[src/rtl/dmem_arbiter_pkg.sv]
// Shared constants for the data-memory arbiter: FSM state codes, memory depth, port indices.
package dmem_arbiter_pkg;
  localparam int DMEM_DATA_WID = 32;
  localparam int DMEM_LAST     = 100;

  localparam logic [1:0] DMEM_ST_IDLE  = 2'd0;
  localparam logic [1:0] DMEM_ST_ISSUE = 2'd1;
  localparam logic [1:0] DMEM_ST_RESP  = 2'd2;

  localparam int DMEM_PORT_CPU = 0;
  localparam int DMEM_PORT_DBG = 1;
endpackage

[src/rtl/dmem_arbiter_rr_arb2.sv]
// Two-way round-robin picker, purely combinational; i_ptr names the port favoured on a tie.
// o_next_ptr points away from whichever port was granted and holds when nothing is granted.
module rr_arb2
  import dmem_arbiter_pkg::*;
(
  input  logic [1:0] i_req,
  input  logic       i_ptr,
  output logic [1:0] o_gnt,
  output logic       o_next_ptr
);
  always_comb begin
    o_gnt = i_req;
    if (&i_req) o_gnt = i_ptr ? 2'b10 : 2'b01;
    o_next_ptr = i_ptr;
    if (o_gnt[DMEM_PORT_CPU])      o_next_ptr = 1'b1;
    else if (o_gnt[DMEM_PORT_DBG]) o_next_ptr = 1'b0;
  end
endmodule

[src/rtl/dmem_arbiter.sv]
// Shares a combinational single-port data memory between CPU and debug ports: req -> gnt +1 -> done +2.
// One access per 3 cycles; requests are only sampled in IDLE, so a loser simply holds req until served.
module dmem_arbiter
  import dmem_arbiter_pkg::*;
#(
  parameter int DATA_WID = DMEM_DATA_WID,
  parameter int MEM_LAST = DMEM_LAST
) (
  input  logic                clk,
  input  logic                rst,
  input  logic                cpu_req,
  input  logic                cpu_we,
  input  logic [DATA_WID-1:0] cpu_addr,
  input  logic [DATA_WID-1:0] cpu_wdata,
  output logic                cpu_gnt,
  output logic                cpu_done,
  output logic [DATA_WID-1:0] cpu_rdata,
  output logic                cpu_err,
  input  logic                dbg_req,
  input  logic                dbg_we,
  input  logic [DATA_WID-1:0] dbg_addr,
  input  logic [DATA_WID-1:0] dbg_wdata,
  output logic                dbg_gnt,
  output logic                dbg_done,
  output logic [DATA_WID-1:0] dbg_rdata,
  output logic                dbg_err,
  output logic [DATA_WID-1:0] mem_addr,
  output logic [DATA_WID-1:0] mem_wdata,
  output logic                mem_write_flag,
  output logic                mem_read_flag,
  input  logic [DATA_WID-1:0] mem_valM,
  input  logic                mem_error,
  output logic                busy
);
  logic [1:0]          r_state;
  logic                r_ptr;
  logic                r_owner;
  logic                r_we;
  logic                r_range_err;
  logic [1:0]          w_gnt;
  logic                w_next_ptr;
  logic                w_sel_we;
  logic [DATA_WID-1:0] w_sel_addr;
  logic [DATA_WID-1:0] w_sel_wdata;
  logic                w_sel_range;
  logic                w_err;

  rr_arb2 u_arb (
    .i_req      ({dbg_req, cpu_req}),
    .i_ptr      (r_ptr),
    .o_gnt      (w_gnt),
    .o_next_ptr (w_next_ptr)
  );

  assign w_sel_we    = w_gnt[DMEM_PORT_DBG] ? dbg_we    : cpu_we;
  assign w_sel_addr  = w_gnt[DMEM_PORT_DBG] ? dbg_addr  : cpu_addr;
  assign w_sel_wdata = w_gnt[DMEM_PORT_DBG] ? dbg_wdata : cpu_wdata;
  assign w_sel_range = w_sel_addr > DATA_WID'(MEM_LAST);
  assign w_err       = r_range_err | mem_error;
  assign busy        = (r_state != DMEM_ST_IDLE);

  always_ff @(posedge clk or posedge rst) begin
    if (rst) begin
      r_state        <= DMEM_ST_IDLE;
      r_ptr          <= 1'b0;
      r_owner        <= 1'b0;
      r_we           <= 1'b0;
      r_range_err    <= 1'b0;
      cpu_gnt        <= 1'b0;
      cpu_done       <= 1'b0;
      cpu_rdata      <= '0;
      cpu_err        <= 1'b0;
      dbg_gnt        <= 1'b0;
      dbg_done       <= 1'b0;
      dbg_rdata      <= '0;
      dbg_err        <= 1'b0;
      mem_addr       <= '0;
      mem_wdata      <= '0;
      mem_write_flag <= 1'b0;
      mem_read_flag  <= 1'b0;
    end else begin
      cpu_gnt        <= 1'b0;
      dbg_gnt        <= 1'b0;
      cpu_done       <= 1'b0;
      dbg_done       <= 1'b0;
      mem_write_flag <= 1'b0;
      mem_read_flag  <= 1'b0;
      case (r_state)
        DMEM_ST_IDLE: begin
          if (|w_gnt) begin
            r_owner        <= w_gnt[DMEM_PORT_DBG];
            r_ptr          <= w_next_ptr;
            r_we           <= w_sel_we;
            r_range_err    <= w_sel_range;
            // Address/data only move here, so they are stable whenever a flag is high and after it falls.
            mem_addr       <= w_sel_addr;
            mem_wdata      <= w_sel_wdata;
            mem_read_flag  <= !w_sel_we && !w_sel_range;
            mem_write_flag <= w_sel_we && !w_sel_range;
            cpu_gnt        <= w_gnt[DMEM_PORT_CPU];
            dbg_gnt        <= w_gnt[DMEM_PORT_DBG];
            r_state        <= DMEM_ST_ISSUE;
          end
        end
        DMEM_ST_ISSUE: begin
          if (r_owner) begin
            dbg_done <= 1'b1;
            dbg_err  <= w_err;
            if (!r_we && !w_err) dbg_rdata <= mem_valM;
          end else begin
            cpu_done <= 1'b1;
            cpu_err  <= w_err;
            if (!r_we && !w_err) cpu_rdata <= mem_valM;
          end
          r_state <= DMEM_ST_RESP;
        end
        default: r_state <= DMEM_ST_IDLE;
      endcase
    end
  end
endmodule

[config.mk]
export PLATFORM = sky130hd
export DESIGN_NAME = dmem_arbiter
export DESIGN_NICKNAME = d
export VERILOG_FILES = /design/src/rtl/dmem_arbiter_pkg.sv /design/src/rtl/dmem_arbiter_rr_arb2.sv /design/src/rtl/dmem_arbiter.sv
export SDC_FILE = /design/constraint.sdc
export NUM_CORES = 1
export LEC_CHECK = 0
export ABC_AREA = 1
export BUFFER_PORTS_ARGS = -buffer_cell sky130_fd_sc_hd__buf_2
export CORE_MARGIN = 3
export CORE_UTILIZATION = 49
export CTS_CLUSTER_DIAMETER = 40
export DETAILED_ROUTE_END_ITERATION = 10
export GPL_ROUTABILITY_DRIVEN = 0
export PLACE_DENSITY_LB_ADDON = 0.12
export SKIP_LAST_GASP = 1
export SYNTH_ARGS = -nofsm -noshare
export SYNTH_HDL_FRONTEND = slang
export SYNTH_SLANG_ARGS = --single-unit
[constraint.sdc]
create_clock -name clk -period 6.1 [get_ports clk]
set_input_delay 0.305 -clock clk [delete_from_list [all_inputs] [get_ports clk]]
set_output_delay 0.305 -clock clk [all_outputs]
set_load 0.01 [all_outputs]
* Yosys cells after proc, flatten, opt, wreduce, memory -nomap -nowiden
Index checks and enable logic that the tools add are counted. W data, S select, Z words.
Storage, ports and cells: flip-flop bits (word level) 142, bits in latches 0, memory bits (writable) 0, bits in read-only memories 0, input bits 167, word-level logic and storage cells 61, memories kept 0
Cells by class: $add $sub $neg 0, $mul 0, divide/modulo/power cells 0, magnitude comparators 1, equal/unequal tests 2, shifts and indexed selects 0, muxes and demuxes 21, bitwise operators 2, reduce and logical (&&, ||, !) cells 18
Operators with widths (count):
- $mux W32 | 2
- $gt A32 B7 Y1 const B | 1
- $mux W1 | 15
- $reduce_and A3 Y1 | 3
- $reduce_and A2 Y1 | 4
- $mux W2 | 3
- $logic_not A1 Y1 | 4
- $pmux W2 S2 | 1
- $reduce_bool A2 Y1 | 2
- $logic_and A1 B1 Y1 | 3
- $eq A2 B1 Y1 const B | 1
- $logic_not A2 Y1 | 1
- $ne A2 B2 Y1 const B | 1
- $reduce_or A2 Y1 | 1
- $not A1 Y1 | 1
- $or A1 B1 Y1 | 1

* Depth between registers and ports, before layout
word-level depth 8, gate-level depth with buffers 14, mapped depth without buffers 12

* Hierarchy
Synthesis repeated with hierarchy kept, for this count alone.
Unflattened totals: cell total of the unflattened synthesis 722, area, all modules 6107.1 sq um
By module, submodules not included:
- dmem_arbiter | times used 1, cells an instance 712, area an instance 6068.3 sq um, seq. area each 3553.4 sq um
- rr_arb2 | times used 1, cells an instance 10, area an instance 38.8 sq um, seq. area each 0.0 sq um

* Worst setup path after synthesis
No wires, ideal clock.
path kind register -> register, from register r_ptr, to register r_range_err, library setup time 113 ps, arrival time 1381 ps, required time 5987 ps, path slack 4606 ps, stages on the path, launching flop included 15, buffers on the path 2, path through dfrtp_1 > inv_2 > nand2_4 > nand2_1 > buf_6 > buf_6 > nand2_1 > nand2_1 > nand2_1 > nor2_1 > nand2_1 > nor2_1 > nand3_1 > nand2_1 > inv_1
On the way: word-level cells in the longest chain between the ends 4
Ends and longest elaborated chain:
- from (decl) | RTL line dmem_arbiter.sv:36 | logic r_ptr;
- from (signal assigned) | RTL line dmem_arbiter.sv:92 | r_ptr <= w_next_ptr;
- $mux W2 (*) (2 in series) | RTL line dmem_arbiter_rr_arb2.sv:13 | if (&i_req) o_gnt = i_ptr ? 2'b10 : 2'b01;
- $mux W32 / $reduce_or A2 Y1 (equally long branches) | RTL line dmem_arbiter.sv:56, dmem_arbiter.sv:90
- $gt A32 B7 Y1 / $reduce_and A2 Y1 (equally long branches)
- to (signal assigned) | RTL line dmem_arbiter.sv:94 | r_range_err <= w_sel_range;
- to (decl) | RTL line dmem_arbiter.sv:39 | logic r_range_err;
Every way passes the cells marked *; elsewhere a longest branch is shown, timed or not. A chain may end at the register's enable or synchronous reset.

* Worst setup path after layout
from register r_ptr, to register mem_write_flag
On the way: word-level cells in the longest chain between the ends 8
Ends and longest elaborated chain:
- $mux W2 (*) (2 in series) | RTL line dmem_arbiter_rr_arb2.sv:13
- $mux W32 | RTL line dmem_arbiter.sv:56 | assign w_sel_addr = w_gnt[DMEM_PORT_DBG] ? dbg_addr : cpu_addr;
- $gt A32 B7 Y1 | RTL line dmem_arbiter.sv:58 | assign w_sel_range = w_sel_addr > DATA_WID'(MEM_LAST);
- $logic_not A1 Y1 | RTL line dmem_arbiter.sv:99 | mem_write_flag <= w_sel_we && !w_sel_range;
- $logic_and A1 B1 Y1 | RTL line dmem_arbiter.sv:99
- $mux W1 (*) | RTL line dmem_arbiter.sv:90 | if (|w_gnt) begin
- $mux W1 (*) | RTL line dmem_arbiter.sv:88 | case (r_state)
- to (signal assigned) | RTL line dmem_arbiter.sv:99
- to (decl) | RTL line dmem_arbiter.sv:29 | output logic mem_write_flag,
Marked as above.

==> reports/results.txt <==
The flow ran to the end, but the final reports show violations. The final reports fail on hold timing. Yosys mapped the design onto 21 distinct sky130hd cell types. Setup repair after global routing left no endpoint under its margin. The starting DRC count in detailed routing is 450. The floorplan has 39 rows. The required time at the worst-slack endpoint is 6.38 ns. Share of the synthesized area in the top cell type: 0.5869. Summed over all nets, the half-perimeter wirelength after detailed placement is 12690 microns. The logs give 1452 microns for the wire length on met3 and 5637 for the number of vias after detailed routing.

In the post-synthesis netlist, the biggest area contributors are sky130_fd_sc_hd__dfrtp_1 (59%), sky130_fd_sc_hd__nand2_1 (14%), sky130_fd_sc_hd__o21ai_0 (8.1%). The net count of the finished layout is 1163. Counting the buffers created by CTS gives 17.

For the die footprint, the log shows 13730 sq um. The floorplan die height came out at 117.2 microns. The final critical delay including setup and external delays came out at 2.397 ns.

Summed over all failing endpoints, the final setup total negative slack is 0 ns. The clock drives 142 sinks. The library cells used most frequently in the layout, excluding fill and tap cells, are sky130_fd_sc_hd__buf_2 (303), sky130_fd_sc_hd__nand2_1 (227), sky130_fd_sc_hd__dfrtp_1 (142). The worst-margin pin slew came out at 1.064 ns. For the portion of the post-synthesis area used by sequential elements, the log shows 0.5869. The synthesized netlist occupies a cell area of 6055 sq um.

The post-synthesis to final-layout area growth is 35.38%, and the smallest hold slack is -0.007456 ns. The fraction of final layout cells with drive strength greater than 1 is 0.3482. The worst setup path is launched from a flip-flop.

The number of diodes is 0, and the residual overflow from global routing is 0. Clock-pin slew was measured on the worst setup and hold paths at 0.06 ns. The logs give 0 for the total setup violations reported at the end of the flow and 2088 sq um for the area of the multi-input gates.

For the detailed-route wire length on metal 1, the log shows 6843 microns. The floorplan step defined a core boundary enclosing 11760 sq um. The initial antenna violation count was 0. The die is 117.2 microns wide. In this run the worst path has a maximum fanout of 40. The critical path in this run is classified as reg2reg. The routed length per placed instance was 14.63 microns. For this design the ratio of total power to cell area is 410.0 nW/um^2. Number of global-route vias before repair: 5283. Buffers added to address setup during post-CTS repair amount to 0.

The number of buffers and inverters on the critical path is 2. The count of nets left with antenna violations once routing finished came out at 0. The leakage dissipation was 4.565 nW. For this design, the CTS-stage hold fixing added 0 buffers.

The signal on the critical path passes through inv_2 > nand2_4 > nand2_2 > buf_4 > nand2_1 > nand2_1 > nor2_1 > nand2_1 > nand2_1 > nand3_1 > nor2_1. For this run, the top clock speed supported by timing is 0.4172 GHz. The post-place setup slack was 3.507 ns; the count of pins over their slew limit was 0. The tools report the post-synthesis instance total as 712.

Cell at the root of the clock tree: sky130_fd_sc_hd__clkbuf_16. The slowest stage of the critical path is the sky130_fd_sc_hd__nand2_2 cell. For the clock skew after layout, the log shows 0.007859 ns.

The run gives 0 as the final routed DRC violation total. At the later pin of the worst-skew pair, clock insertion delay measures 0.41 ns. Part of the cycle the worst path needs: 0.3929.

The effective utilization at floorplan was 0.5148; the count of buffers inserted at the top-level ports was 303. The detailed-routed wire length on met2 was 8473 microns. The slack of the critical path was 3.703 ns; the total iterations of the first detailed-routing run was 5. The Yosys step of the flow raised 0 warnings. The post-synthesis cell type with the largest combined area was sky130_fd_sc_hd__dfrtp_1. The type of the tightest min-delay check is in2async.

The global-route wire length before repair came out at 25680 microns. The number of top-level pins is 304, and the number of flip-flops and latches in the synthesized netlist is 142. The average footprint of a synthesized cell is 8.504 sq um.

Synthesis produced a netlist with a net count of 879. Counting stages on the worst path, the most repeated cell is sky130_fd_sc_hd__nand2_1. Entering global routing, the biggest net connects 74 pins. The final count of hold timing violations is 3, and the total routed wirelength is 17150 microns.

The mean number of vias per cell was 4.810. VDD sags by at most 0.2058 mV. The most common library cell in the layout ignoring fill and taps was sky130_fd_sc_hd__buf_2. The register area came out at 3553 sq um.

The stage delay of the slowest cell on the critical path came out at 0.49 ns. The number of H-tree levels was 4; the max-cap violation count was 0. Counting the fill cells in the layout gives 1022. The maximum buffer depth of the clock tree was 2; the aggregate global-route resource usage was 0.2433.

STA classifies the critical path endpoint as a flip-flop. The highest layer touched by signal routing is met4. TritonCTS built the clock tree. The run gives 0.2888 as the relative slew slack.

Once the clock tree was built, the resizer swapped 0 gates to a different size. The cell family contributing the most delay on the critical path is simple AND/OR/NAND/NOR gates. Data arrives at the worst endpoint at 2.68 ns.
## metal layers
layer	vias up	GRT usage
met5	-	0
met3	29	0.07661
li1	2842	-
met2	249	0.3989
met1	2517	0.2991
met4	0	0.09939
## where the power goes
group	leakage, nW	switching (mW)	internal (mW)	total [mW]
clock	0.269	0.376	0.595	0.971
combinational	2.50	0.658	0.395	1.05
sequential	1.80	0.138	1.20	1.34
total	4.56	1.17	2.19	3.36
## worst paths after layout
path / from / to / cells after the start / slack [ns]
max reg2reg: r_ptr / mem_write_flag / 11 / 3.70
min: rst / cpu_rdata[5] / 2 / -0.007
min in group clk: dbg_wdata[19] / mem_wdata[19] / 3 / 0.13
max in group asynchronous: rst / mem_addr[15] / 3 / 4.73
max: r_ptr / mem_write_flag / 11 / 3.70
min reg2reg: r_state[1] / r_state[1] / 1 / 0.44
## registers in the layout, indices dropped and copies added (netlist names)
register	count
cpu_done	1
r_we	1
dbg_done	1
r_owner	1
mem_wdata	32
mem_addr	32
mem_write_flag	1
cpu_gnt	1
dbg_gnt	1
cpu_err	1
r_range_err	1
mem_read_flag	1
dbg_err	1
r_ptr	1
dbg_rdata	32
cpu_rdata	32
r_state	2
## worst reg2reg max path, stage by stage, from the launching register on
cell and delay, ns:
sky130_fd_sc_hd__dfrtp_1 0.39, sky130_fd_sc_hd__inv_2 0.11, sky130_fd_sc_hd__nand2_4 0.15, sky130_fd_sc_hd__nand2_2 0.50, sky130_fd_sc_hd__buf_4 0.49, sky130_fd_sc_hd__nand2_1 0.15, sky130_fd_sc_hd__nand2_1 0.10, sky130_fd_sc_hd__nor2_1 0.05
sky130_fd_sc_hd__nand2_1 0.09, sky130_fd_sc_hd__nand2_1 0.05, sky130_fd_sc_hd__nand3_1 0.14, sky130_fd_sc_hd__nor2_1 0.06
## cell type report
class / count / share of cell area
clock buffer: 19 / 0.05282
tap: 164 / 0.02503
inverter: 67 / 0.03129
sequential: 142 / 0.4335
clock inverter: 12 / 0.01481
timing repair buffer: 306 / 0.1878
multi-input combinational: 462 / 0.2548
## logic make-up after synthesis
logic type             after synthesis  share of synthesized area
flip-flops                         142                     0.5869
AND/OR/NAND/NOR                    318                     0.2102
multiplexers                         2                   0.003720
buffers and inverters              108                    0.07315
AO/OA/AOI/OAI                      142                     0.1261
## synth_stat cells
cell type                  instances
sky130_fd_sc_hd__clkbuf_1         25
sky130_fd_sc_hd__buf_1             3
sky130_fd_sc_hd__a31oi_1          39
sky130_fd_sc_hd__o21ai_1           3
sky130_fd_sc_hd__nor2_1           60
sky130_fd_sc_hd__a21boi_1          1
sky130_fd_sc_hd__dfrtp_1         142
sky130_fd_sc_hd__or2_2             5
sky130_fd_sc_hd__mux2_2            2
sky130_fd_sc_hd__nand2_1         230
sky130_fd_sc_hd__inv_2             1
sky130_fd_sc_hd__o22ai_1           1
sky130_fd_sc_hd__nand2_4           1
sky130_fd_sc_hd__nand4_1           1
sky130_fd_sc_hd__buf_6             3
sky130_fd_sc_hd__inv_1            66
sky130_fd_sc_hd__nand3b_1         12
sky130_fd_sc_hd__buf_2             9
sky130_fd_sc_hd__nand3_1           9
sky130_fd_sc_hd__o21ai_0          98
sky130_fd_sc_hd__buf_4             1
## through the flow
stage / cell area, sq um / power [mW] / cells / hold slack [ns] / utilization
2_1_floorplan: 6055 / 1.961 / 712 / 0.4129 / -
3_3_place_gp: 7642 / 2.393 / 1141 / 0.4269 / 0.6499
3_5_place_dp: 7642 / 2.418 / 1141 / 0.4328 / 0.6499
4_1_cts: 8197 / 3.394 / 1172 / 0.005723 / 0.6970
5_1_grt: 8197 / 3.570 / 1172 / 0.02802 / 0.6970
6_report: 8197 / 3.360 / 1172 / -0.007456 / 0.6970
Note: power is estimated with default switching activity, not from simulation.
